## src/rtl/vga_sync_receiver.sv

```systemverilog
// VGA sync receiver: recovers pixel coordinates from active-low h/v sync,
// measures line and frame periods, and locks once a whole frame matches
// the configured mode. Pins reach the outputs through three register
// stages (two synchroniser flops plus the output register).
module vga_sync_receiver #(
    parameter int H_TOTAL  = 800,
    parameter int H_ACTIVE = 640,
    parameter int H_BP     = 48,
    parameter int V_TOTAL  = 525,
    parameter int V_ACTIVE = 480,
    parameter int V_BP     = 33
) (
    input  logic        clk,
    input  logic        rst_n,
    input  logic        vga_h_sync,
    input  logic        vga_v_sync,
    input  logic        red_in,
    input  logic        green_in,
    input  logic        blue_in,
    output logic [9:0]  pixel_x,
    output logic [9:0]  pixel_y,
    output logic        pixel_valid,
    output logic [2:0]  rgb_out,
    output logic        frame_start,
    output logic        locked,
    output logic        sync_err,
    output logic [10:0] line_len,
    output logic [9:0]  frame_lines
);

    localparam logic [10:0] H_TOT   = 11'(H_TOTAL);
    localparam logic [10:0] H_START = 11'(H_BP);
    localparam logic [10:0] H_END   = 11'(H_BP + H_ACTIVE);
    localparam logic [9:0]  V_TOT   = 10'(V_TOTAL);
    localparam logic [9:0]  V_START = 10'(V_BP);
    localparam logic [9:0]  V_END   = 10'(V_BP + V_ACTIVE);

    typedef enum logic [1:0] {
        SEARCH  = 2'd0,
        MEASURE = 2'd1,
        LOCKED  = 2'd2
    } state_t;

    // Synchroniser and edge-detect registers; sync flops idle high.
    logic       hs_meta, hs_sync, hs_prev;
    logic       vs_meta, vs_sync, vs_prev;
    logic [2:0] rgb_d1, rgb_d2;
    logic       hs_fall, hs_rise, vs_rise;

    // Timing counters and measurement captures.
    logic [10:0] hcnt, hcnt_nxt;
    logic [9:0]  vcnt, vcnt_nxt;
    logic [10:0] lcnt;
    logic        have_fall;
    logic        line_cap, frame_cap;
    logic        line_err, frame_err;

    // Lock tracking.
    state_t state;
    logic   line_bad;

    // Output qualification from the values being loaded this cycle.
    logic h_act, v_act, pix_ok;

    // Two-flop synchronisers on the syncs, with an equal delay on colour.
    always_ff @(posedge clk or negedge rst_n) begin
        if (!rst_n) begin
            hs_meta <= 1'b1;
            hs_sync <= 1'b1;
            hs_prev <= 1'b1;
            vs_meta <= 1'b1;
            vs_sync <= 1'b1;
            vs_prev <= 1'b1;
            rgb_d1  <= '0;
            rgb_d2  <= '0;
        end else begin
            hs_meta <= vga_h_sync;
            hs_sync <= hs_meta;
            hs_prev <= hs_sync;
            vs_meta <= vga_v_sync;
            vs_sync <= vs_meta;
            vs_prev <= vs_sync;
            rgb_d1  <= {red_in, green_in, blue_in};
            rgb_d2  <= rgb_d1;
        end
    end

    assign hs_fall = hs_prev & ~hs_sync;
    assign hs_rise = ~hs_prev & hs_sync;
    assign vs_rise = ~vs_prev & vs_sync;

    // Next counter values; a vsync rise wins over a coincident line increment.
    always_comb begin
        hcnt_nxt = hcnt;
        if (hs_rise) begin
            hcnt_nxt = '0;
        end else if (hcnt != 11'h7FF) begin
            hcnt_nxt = hcnt + 11'd1;
        end
        vcnt_nxt = vcnt;
        if (vs_rise) begin
            vcnt_nxt = '0;
        end else if (hs_rise && (vcnt != 10'h3FF)) begin
            vcnt_nxt = vcnt + 10'd1;
        end
    end

    // Position counters plus line/frame period capture.
    always_ff @(posedge clk or negedge rst_n) begin
        if (!rst_n) begin
            hcnt        <= '0;
            vcnt        <= '0;
            lcnt        <= '0;
            have_fall   <= 1'b0;
            line_len    <= '0;
            line_cap    <= 1'b0;
            frame_lines <= '0;
            frame_cap   <= 1'b0;
        end else begin
            hcnt      <= hcnt_nxt;
            vcnt      <= vcnt_nxt;
            line_cap  <= hs_fall & have_fall;
            frame_cap <= vs_rise;
            if (hs_fall) begin
                // lcnt holds the clocks elapsed since the previous fall.
                lcnt      <= 11'd1;
                have_fall <= 1'b1;
                if (have_fall) begin
                    line_len <= lcnt;
                end
            end else if (lcnt != 11'h7FF) begin
                lcnt <= lcnt + 11'd1;
            end
            if (vs_rise) begin
                frame_lines <= vcnt;
            end
        end
    end

    // Measurement checks act on the cycle after each capture.
    assign line_err  = line_cap & (line_len != H_TOT);
    assign frame_err = frame_cap & (frame_lines != V_TOT);

    // Lock FSM: find a vsync, measure one whole frame, then police timing.
    always_ff @(posedge clk or negedge rst_n) begin
        if (!rst_n) begin
            state    <= SEARCH;
            line_bad <= 1'b0;
            locked   <= 1'b0;
            sync_err <= 1'b0;
        end else begin
            sync_err <= 1'b0;
            case (state)
                SEARCH: begin
                    if (frame_cap) begin
                        state    <= MEASURE;
                        line_bad <= 1'b0;
                    end
                end
                MEASURE: begin
                    if (frame_cap) begin
                        // The line ending on this vsync still belongs to the frame.
                        if (!line_bad && !line_err && !frame_err) begin
                            state  <= LOCKED;
                            locked <= 1'b1;
                        end
                        line_bad <= 1'b0;
                    end else if (line_err) begin
                        line_bad <= 1'b1;
                    end
                end
                LOCKED: begin
                    if (line_err || frame_err) begin
                        state    <= SEARCH;
                        locked   <= 1'b0;
                        sync_err <= 1'b1;
                    end
                end
                default: begin
                    state  <= SEARCH;
                    locked <= 1'b0;
                end
            endcase
        end
    end

    assign h_act  = (hcnt_nxt >= H_START) && (hcnt_nxt < H_END);
    assign v_act  = (vcnt_nxt >= V_START) && (vcnt_nxt < V_END);
    assign pix_ok = locked & h_act & v_act;

    // Registered pixel stream, zeroed outside the active window.
    always_ff @(posedge clk or negedge rst_n) begin
        if (!rst_n) begin
            pixel_valid <= 1'b0;
            pixel_x     <= '0;
            pixel_y     <= '0;
            rgb_out     <= '0;
            frame_start <= 1'b0;
        end else begin
            pixel_valid <= pix_ok;
            pixel_x     <= pix_ok ? 10'(hcnt_nxt - H_START) : '0;
            pixel_y     <= pix_ok ? (vcnt_nxt - V_START) : '0;
            rgb_out     <= pix_ok ? rgb_d2 : '0;
            frame_start <= pix_ok && (hcnt_nxt == H_START) && (vcnt_nxt == V_START);
        end
    end

endmodule

```

## config.mk

```make
export PLATFORM = sky130hd
export DESIGN_NAME = vga_sync_receiver
export DESIGN_NICKNAME = d
export VERILOG_FILES = /design/src/rtl/vga_sync_receiver.sv
export SDC_FILE = /design/constraint.sdc
export NUM_CORES = 1
export LEC_CHECK = 0
export ABC_AREA = 0
export ABC_CLOCK_PERIOD_IN_PS = 2800
export CAP_MARGIN = 20
export CORE_MARGIN = 2
export CORE_UTILIZATION = 40
export CTS_CLUSTER_DIAMETER = 200
export DETAILED_ROUTE_END_ITERATION = 8
export PLACE_DENSITY = 0.71
export SLEW_MARGIN = 20
export SYNTH_ARGS = -nofsm -noshare
export SYNTH_HDL_FRONTEND = slang
export SYNTH_SLANG_ARGS = --single-unit
```

## constraint.sdc

```tcl
create_clock -name clk -period 2.8 [get_ports clk]
set_clock_uncertainty 0.15 [all_clocks]
set_input_delay 0.28 -clock clk [delete_from_list [all_inputs] [get_ports clk]]
set_output_delay 0.28 -clock clk [all_outputs]
set_load 0.005 [all_outputs]
```

==> metrics, run 1 <==
post-DP HPWL=~7500 um; Max Cap Viol=0; port bufs=54; DR vias/cell=5.38; largest net degree at the start of global routing=65; post-synthesis cell area=4460 um^2; Synth Register Bits=98; overall die area=12000 um^2; initial antenna violation count=0; reg2reg path depth=12; num rows=38; die extent in x=approximately 110 um; EDFF count, synth=0; most frequent cells in the layout=92 x dfrtp_1, 60 x buf_4, 53 x clkdlybuf4s50_1; drt pass-1 iters=4; Skew-Pair Late Insertion Delay=~0.38 ns; critical-path cell list=ha_2, and3_4, a31oi_4, mux2i_1, or2_4, ha_4, o21ai_4, a211oi_2, o22ai_2, o211ai_4, clkbuf_16, nor2_2; RR Startpoint=vcnt[1]$_DFF_PN0_; Slowest-stage cell, CP=dfrtp_1; CTS sink count=slightly below 100; Synth Flop Type=dfrtp_1; drt wl/cell=15.9 um; max-slew violation count=0; Sw Share=0.281; Async SR Flop Fraction=1.00; Switch Pwr=around 0.93 mW; Setup crit end=pixel_y[8]$_DFF_PN0_; Die H=110 um; IO Pins=55; Ys Warns=0; global route overflow=0; VDD IR max=around 0.00040 V; Clock Pin Slew Worst Setup and Hold Paths=0.09 ns; Core Box Area=10800 um^2; run status=complete, no violations; Yosys cell types=64; fmax=359 MHz; Pleak=around 2.7 nW; Clock power frac=0.295; Synthesized Nets=422; Vias=3585; reg-to-reg endpoint=pixel_y[8]$_DFF_PN0_; Worst-Margin Slew=0.792 ns; first-pass GRT wire length=around 17000 um; CTS Buf Count=9; Worst Setup SP=vcnt[1]$_DFF_PN0_; startpoint types=register; number of setup violations in the final report=0; Final Cell Area=6000 um^2; worst path required time=2.92 ns; CP max FO=5; diode count=0; layout cells sized above 1=0.295; fin crit share=0.994; commonest non-fill, non-tap cell in the layout=dfrtp_1; combinational share of power=0.210; final RePlAce weighted congestion=0.874; post-synthesis area per instance=10.9 um^2; Syn Inst Count=409; Area Overhead vs Synth=34.5%; Pint=2.39 mW; Post-layout nets=535; Hold Violations, Final=0; clk buf depth=2; Inst Count DP=between 600 and 700; DR DRC count=0; CTS tree=done; HP Class=in2reg; final core utilization=0.554; WS Path Type=reg2reg; Reg2Reg Setup Slack=around 0.018 ns; sequential fraction of the synthesis area=0.551; slowest stage delay, CP=0.40 ns; relative slew slack=0.472; antenna viol nets, final=0; PD cells=553 nW/um^2; CTS Root Cell=clkbuf_8; Iteration-0 DRC Markers=146; fillcell total=945; cell area after placement=between 5000 and 6000 um^2; crit path DAT=2.90 ns; GRT Overall Usage=0.188; Top delay family on crit path=compound AO/OA/AOI/OAI gates; Worst setup EP type=register; H-tree levels=3; total negative slack=0 ns; WL final=10600 um; CP Depth=12; total power=3.32 mW; Starting Density=0.412; sequential share of power=0.495; vias in the first global route=3510; unrepaired setup endpoints after global routing=yes; Non-Filler Instances=around 670; hold depth=1; worst path bufs/invs=1; crit path time final=~2.8 ns
## worst min path at each step
stage                                   start                  end  slack (ns)
final                              vga_h_sync    hs_meta$_DFF_PN1_        0.15
after CTS                          vga_h_sync    hs_meta$_DFF_PN1_        0.14
after floorplan                         rst_n  frame_cap$_DFF_PN0_       -0.17
after global routing               vga_h_sync    hs_meta$_DFF_PN1_        0.15
after detailed placement  rgb_d1[0]$_DFF_PN0_  rgb_d2[0]$_DFF_PN0_        0.19
after global placement    rgb_d1[2]$_DFF_PN0_  rgb_d2[2]$_DFF_PN0_        0.18
## worst reg2reg max path, cell delays in order, from the launching register on
cell and delay (ns):
dfrtp_1 0.40, ha_2 0.20, and3_4 0.16, a31oi_4 0.22, mux2i_1 0.22, or2_4 0.18, ha_4 0.15, o21ai_4 0.06
a211oi_2 0.21, o22ai_2 0.12, o211ai_4 0.33, clkbuf_16 0.22, nor2_2 0.04
## per-stage QoR
step	setup WS [ns]	hold slack (ns)
floorplan	0.0351	-0.166
global placement	-0.0389	0.185
detailed placement	-0.0594	0.190
CTS	0.000874	0.141
global route	-0.0750	0.149
finish	0.0179	0.150
## metal layers
layer / part of all wire / GRT usage / up-vias
met5: 0 / 0 / -
met4: 0.020 / 0.0904 / 0
met3: 0.040 / 0.0249 / 15
met2: 0.50 / 0.304 / 88
met1: 0.44 / 0.251 / 1800
li1: - / - / 1682
## what timing repair did
action	4_1_cts	5_1_grt
setup buffers	0	9
cloned	0	1
gates resized for setup	5	38
endpoints found under the setup margin	16	24
hold endpoints to repair	55	0
pin swaps	0	17
hold buffers	1	0
## power groups by stage
stage / Combinational, mW / Clock, mW / Sequential [mW]
4_1_cts: 0.619 / 1.01 / 1.64
2_1_floorplan: 0.324 / 0 / 1.65
3_5_place_dp: 0.610 / 0 / 1.67
6_report: 0.697 / 0.979 / 1.64
3_3_place_gp: 0.592 / 0 / 1.66
5_1_grt: 0.766 / 1.07 / 1.66
## kinds of logic after synthesis
logic type,share of synthesized area
adder cells (fa/ha/maj),0.0168
flip-flops,0.551
multiplexers,0.0345
XOR/XNOR,0.0353
AO/OA/AOI/OAI,0.133
AND/OR/NAND/NOR,0.198
buffers and inverters,0.0314
## flip-flops by register name, indices dropped and copies added (netlist names), 2 cells and up
register     count
hcnt            11
line_len        11
rgb_out          3
pixel_y         10
rgb_d1           3
state            2
frame_lines     10
rgb_d2           3
pixel_x         10
lcnt            11
vcnt            10
## area by class of cell
| class | instances | area (um^2) | area share |
|---|---|---|---|
| clock buffer | 10 | 128 | 0.0213 |
| clock inverter | 5 | 80.1 | 0.0133 |
| inverter | 15 | 58.8 | 0.00980 |
| multi-input combinational | 280 | 2050 | 0.341 |
| sequential | 98 | 2460 | 0.410 |
| tap | 140 | 175 | 0.0292 |
| timing repair buffer | 118 | 1050 | 0.176 |
## synthesized netlist by cell type, types with 2 or more instances
cell type   n  share of area
xnor2_1     8          0.016
nand2_1    35          0.029
mux2_2     11          0.028
dfrtp_1    92           0.52
o311a_1     2         0.0045
o21ai_0    13          0.015
inv_1      13          0.011
xor2_1     10          0.020
a31o_2      2         0.0039
o31ai_1     2         0.0034
nor3_1      9          0.010
nor2_2     10          0.014
and3_1      9          0.013
nor2b_1     5         0.0070
a211oi_2    5          0.014
nand3_1     8         0.0090
nor4_1      6         0.0084
buf_2       7         0.0078
buf_6       2         0.0050
nor2_1     29          0.024
dfstp_2     6          0.035
nand2b_1    4         0.0056
and2_1      9          0.013
clkbuf_1    7         0.0059
nand4b_1    3         0.0059
o31a_1      3         0.0059
ha_1        6          0.017
inv_2       2         0.0017
a21oi_1    18          0.020
mux2i_1     3         0.0067
nand3_2     2         0.0045
a31oi_1     8          0.011
o21ai_1     2         0.0022
or2_2       5         0.0070
and4b_1     2         0.0045
nand4_1    11          0.015
o21bai_1    2         0.0034
a211oi_1    5         0.0084
o211ai_1    2         0.0034
or3_1       2         0.0028
and4_1      6          0.012
No activity file was read; power rests on OpenSTA's default activity.
==> run 2, diff against run 1 <==
==> constraint.sdc (replaced) <==
create_clock -name clk -period 2.8 [get_ports clk]
set_clock_uncertainty 0.15 [all_clocks]
set_input_delay 0.84 -clock clk [delete_from_list [all_inputs] [get_ports clk]]
set_output_delay 0.84 -clock clk [all_outputs]
set_load 0.005 [all_outputs]
==> run 2 against run 1 <==
Register-to-register slack improved by 0.06 ns. Critical path depth down 1. Sequential power about the same. Die area did not move. First-iteration DRC count fell by 45%. Fmax rose by 2.3%. Non-clock buffer count fell by 6. Hold slack gained 0.059 ns. Cell area down 2.4%. Total power shrank 3.9%. Final cell count decreased by 0.75%. Global-route usage down 0.31 points. Largest power group unchanged. Highest routed layer unchanged.
==> metrics, run 2 (same netlist as run 1, synthesis figures left out) <==
relative slew slack=0.572 (+0.100); WS Path Type=reg2reg; num rows=38 (unchanged); PD cells=545 nW/um^2 (-1.5%); Worst setup EP type=register; crit path DAT=2.85 ns (-0.05 ns); Pleak=2.67 nW (-1.4%); drt wl/cell=15.8 um (-0.38%); overall die area=12000 um^2 (unchanged); vias in the first global route=3545 (+1.0%); hold_ws=0.209 ns (+0.0587 ns); run status=complete, no violations; max-slew violation count=0 (unchanged); clk buf depth=2 (unchanged); Die H=110 um (unchanged); # hold bufs at CTS=0 (-1); Iteration-0 DRC Markers=81 (-45%); VDD IR max=0.000274 V (-32%); Setup WS pre-CTS=-0.0636 ns (-0.00420 ns); Area Overhead vs Synth=31.3%; CTS Root Cell=clkbuf_8; final RePlAce weighted congestion=0.907 (+3.7%); DR vias/cell=5.37 (-0.31%); Worst Setup SP=hs_prev$_DFF_PN1_; cell area after placement=5520 um^2 (+0.14%); Vias=3547 (-1.1%); Reg2Reg Setup Slack=0.08 ns (+0.06 ns); startpoint types=register; fin crit share=0.971 (-0.0227); fmax=368 MHz (+2.3%); crit path time final=2.72 ns (-0.0637 ns); CP max FO=17 (+12); initial antenna violation count=0 (unchanged); post-DP HPWL=7780 um (+3.0%); GR Util met2=0.318 (+0.0141); H-tree levels=3 (unchanged); reg2reg path depth=11 (-1); multi-input logic area=1970 um^2 (-3.8%); Starting Density=0.412 (unchanged); CTS sink count=98 (unchanged); met3 Usage GRT=0.0267 (+0.00178); RR Startpoint=hs_prev$_DFF_PN1_; Hold Violations, Final=0 (unchanged); Skew-Pair Late Insertion Delay=0.36 ns (-0.02 ns); Clock Pin Slew Worst Setup and Hold Paths=0.10 ns (about the same); final setup margin=0.0815 ns (+0.0637 ns); CTS Buf Count=9 (unchanged); die extent in x=110 um (unchanged); met1 Resource Use GR=0.237 (-0.0138); sequential cell area=2460 um^2 (unchanged); DR DRC count=0 (unchanged); HP Class=reg2reg; global route overflow=0 (unchanged); GRT Overall Usage=0.185 (-0.00314); port bufs=54 (unchanged); fillcell total=980 (+3.7%); most frequent cells in the layout=92 x dfrtp_1, 55 x buf_4, 53 x clkdlybuf4s50_1; unrepaired setup endpoints after global routing=yes; IO Pins=55 (unchanged); layout cells sized above 1=0.284 (-0.0106); drt pass-1 iters=4 (unchanged); gr busiest metal=met2; Max Cap Viol=0 (unchanged); largest net degree at the start of global routing=40 (-38%); CTS tree=done; number of setup violations in the final report=0 (unchanged); Setup crit end=pixel_y[5]$_DFF_PN0_; Post-layout nets=529 (-1.1%); first-pass GRT wire length=17300 um (+0.24%); reg-to-reg endpoint=pixel_y[5]$_DFF_PN0_; WL final=10400 um (-1.1%); Worst-Margin Slew=0.638 ns (-0.154 ns); Largest regs=hcnt: 11 flops, lcnt: 11 flops, line_len: 11 flops; antenna viol nets, final=0 (unchanged); worst path required time=2.93 ns (about the same); final core utilization=0.541 (-0.0130); total negative slack=0 ns (unchanged); commonest non-fill, non-tap cell in the layout=dfrtp_1; diode count=0 (unchanged); Core Box Area=10800 um^2 (unchanged); Final Cell Area=5860 um^2 (-2.4%)
## run 2: changes by cell type in the layout (fill, tap and decap cells not counted), moves of 2 or more
| cell | change |
|---|---|
| nor2_4 | -2 |
| buf_12 | +3 |
| clkinv_4 | +2 |
| inv_8 | +2 |
| and2_4 | -2 |
| nor2_1 | +2 |
| buf_4 | -5 |
| bufinv_16 | -2 |
| ha_4 | -3 |
| and2_1 | +2 |
| ha_2 | +3 |
| inv_2 | +2 |
## run 2: layer usage
metal,part of all wire,up-vias
met5,0,-
met3,0.042,18
met1,0.43,1767
met2,0.51,93
li1,-,1669
met4,0.020,0
## run 2: cell type report
cell class              count  share of cell area
inverters                  15             0.00961
multi-input cells         280               0.336
well taps                 140              0.0299
repair buffers            112               0.173
flip-flops and latches     98               0.420
clock inverters             7              0.0105
clock buffers               9              0.0211
## run 2: critical path, stage by stage, from the launching register on
cell	delay (ns)
dfstp_2	0.54
nor2b_1	0.08
buf_6	0.15
or3_4	0.41
inv_2	0.07
ha_2	0.18
o31ai_1	0.07
or4_4	0.45
nand3_2	0.10
o211ai_4	0.10
buf_12	0.18
a211oi_2	0.14
## run 2: timing repair
action / in CTS / in global routing
resized for setup: 9 / 16
buffers inserted: 1 / 8
endpoints found under the setup margin: 24 / 24
gates cloned: 0 / 0
pin swaps: 2 / 5
## run 2: worst min path at each step
| stage | start | endpoint | cells after the start |
|---|---|---|---|
| after global routing | hs_meta$_DFF_PN1_ | hs_sync$_DFF_PN1_ | 0 |
| after floorplan | rgb_d1[0]$_DFF_PN0_ | rgb_d2[0]$_DFF_PN0_ | 0 |
| final | rgb_d1[2]$_DFF_PN0_ | rgb_d2[2]$_DFF_PN0_ | 0 |
| after CTS | rgb_d1[0]$_DFF_PN0_ | rgb_d2[0]$_DFF_PN0_ | 0 |
| after global placement | rgb_d1[0]$_DFF_PN0_ | rgb_d2[0]$_DFF_PN0_ | 0 |
| after detailed placement | rgb_d1[2]$_DFF_PN0_ | rgb_d2[2]$_DFF_PN0_ | 0 |
## run 2: metrics by stage
stage	instances	total power [mW]
floorplan	409	1.98
global placement	636	2.26
detailed placement	636	2.29
CTS	653	3.18
global route	661	3.37
finish	661	3.19
## run 2: power by group
| part | leakage, nW | switching [mW] | total (mW) | internal, mW |
|---|---|---|---|---|
| clock network | 0.0936 | 0.530 | 0.871 | 0.341 |
| logic | 1.28 | 0.333 | 0.680 | 0.347 |
| registers | 1.30 | 0.105 | 1.64 | 1.54 |
| total | 2.67 | 0.969 | 3.19 | 2.22 |
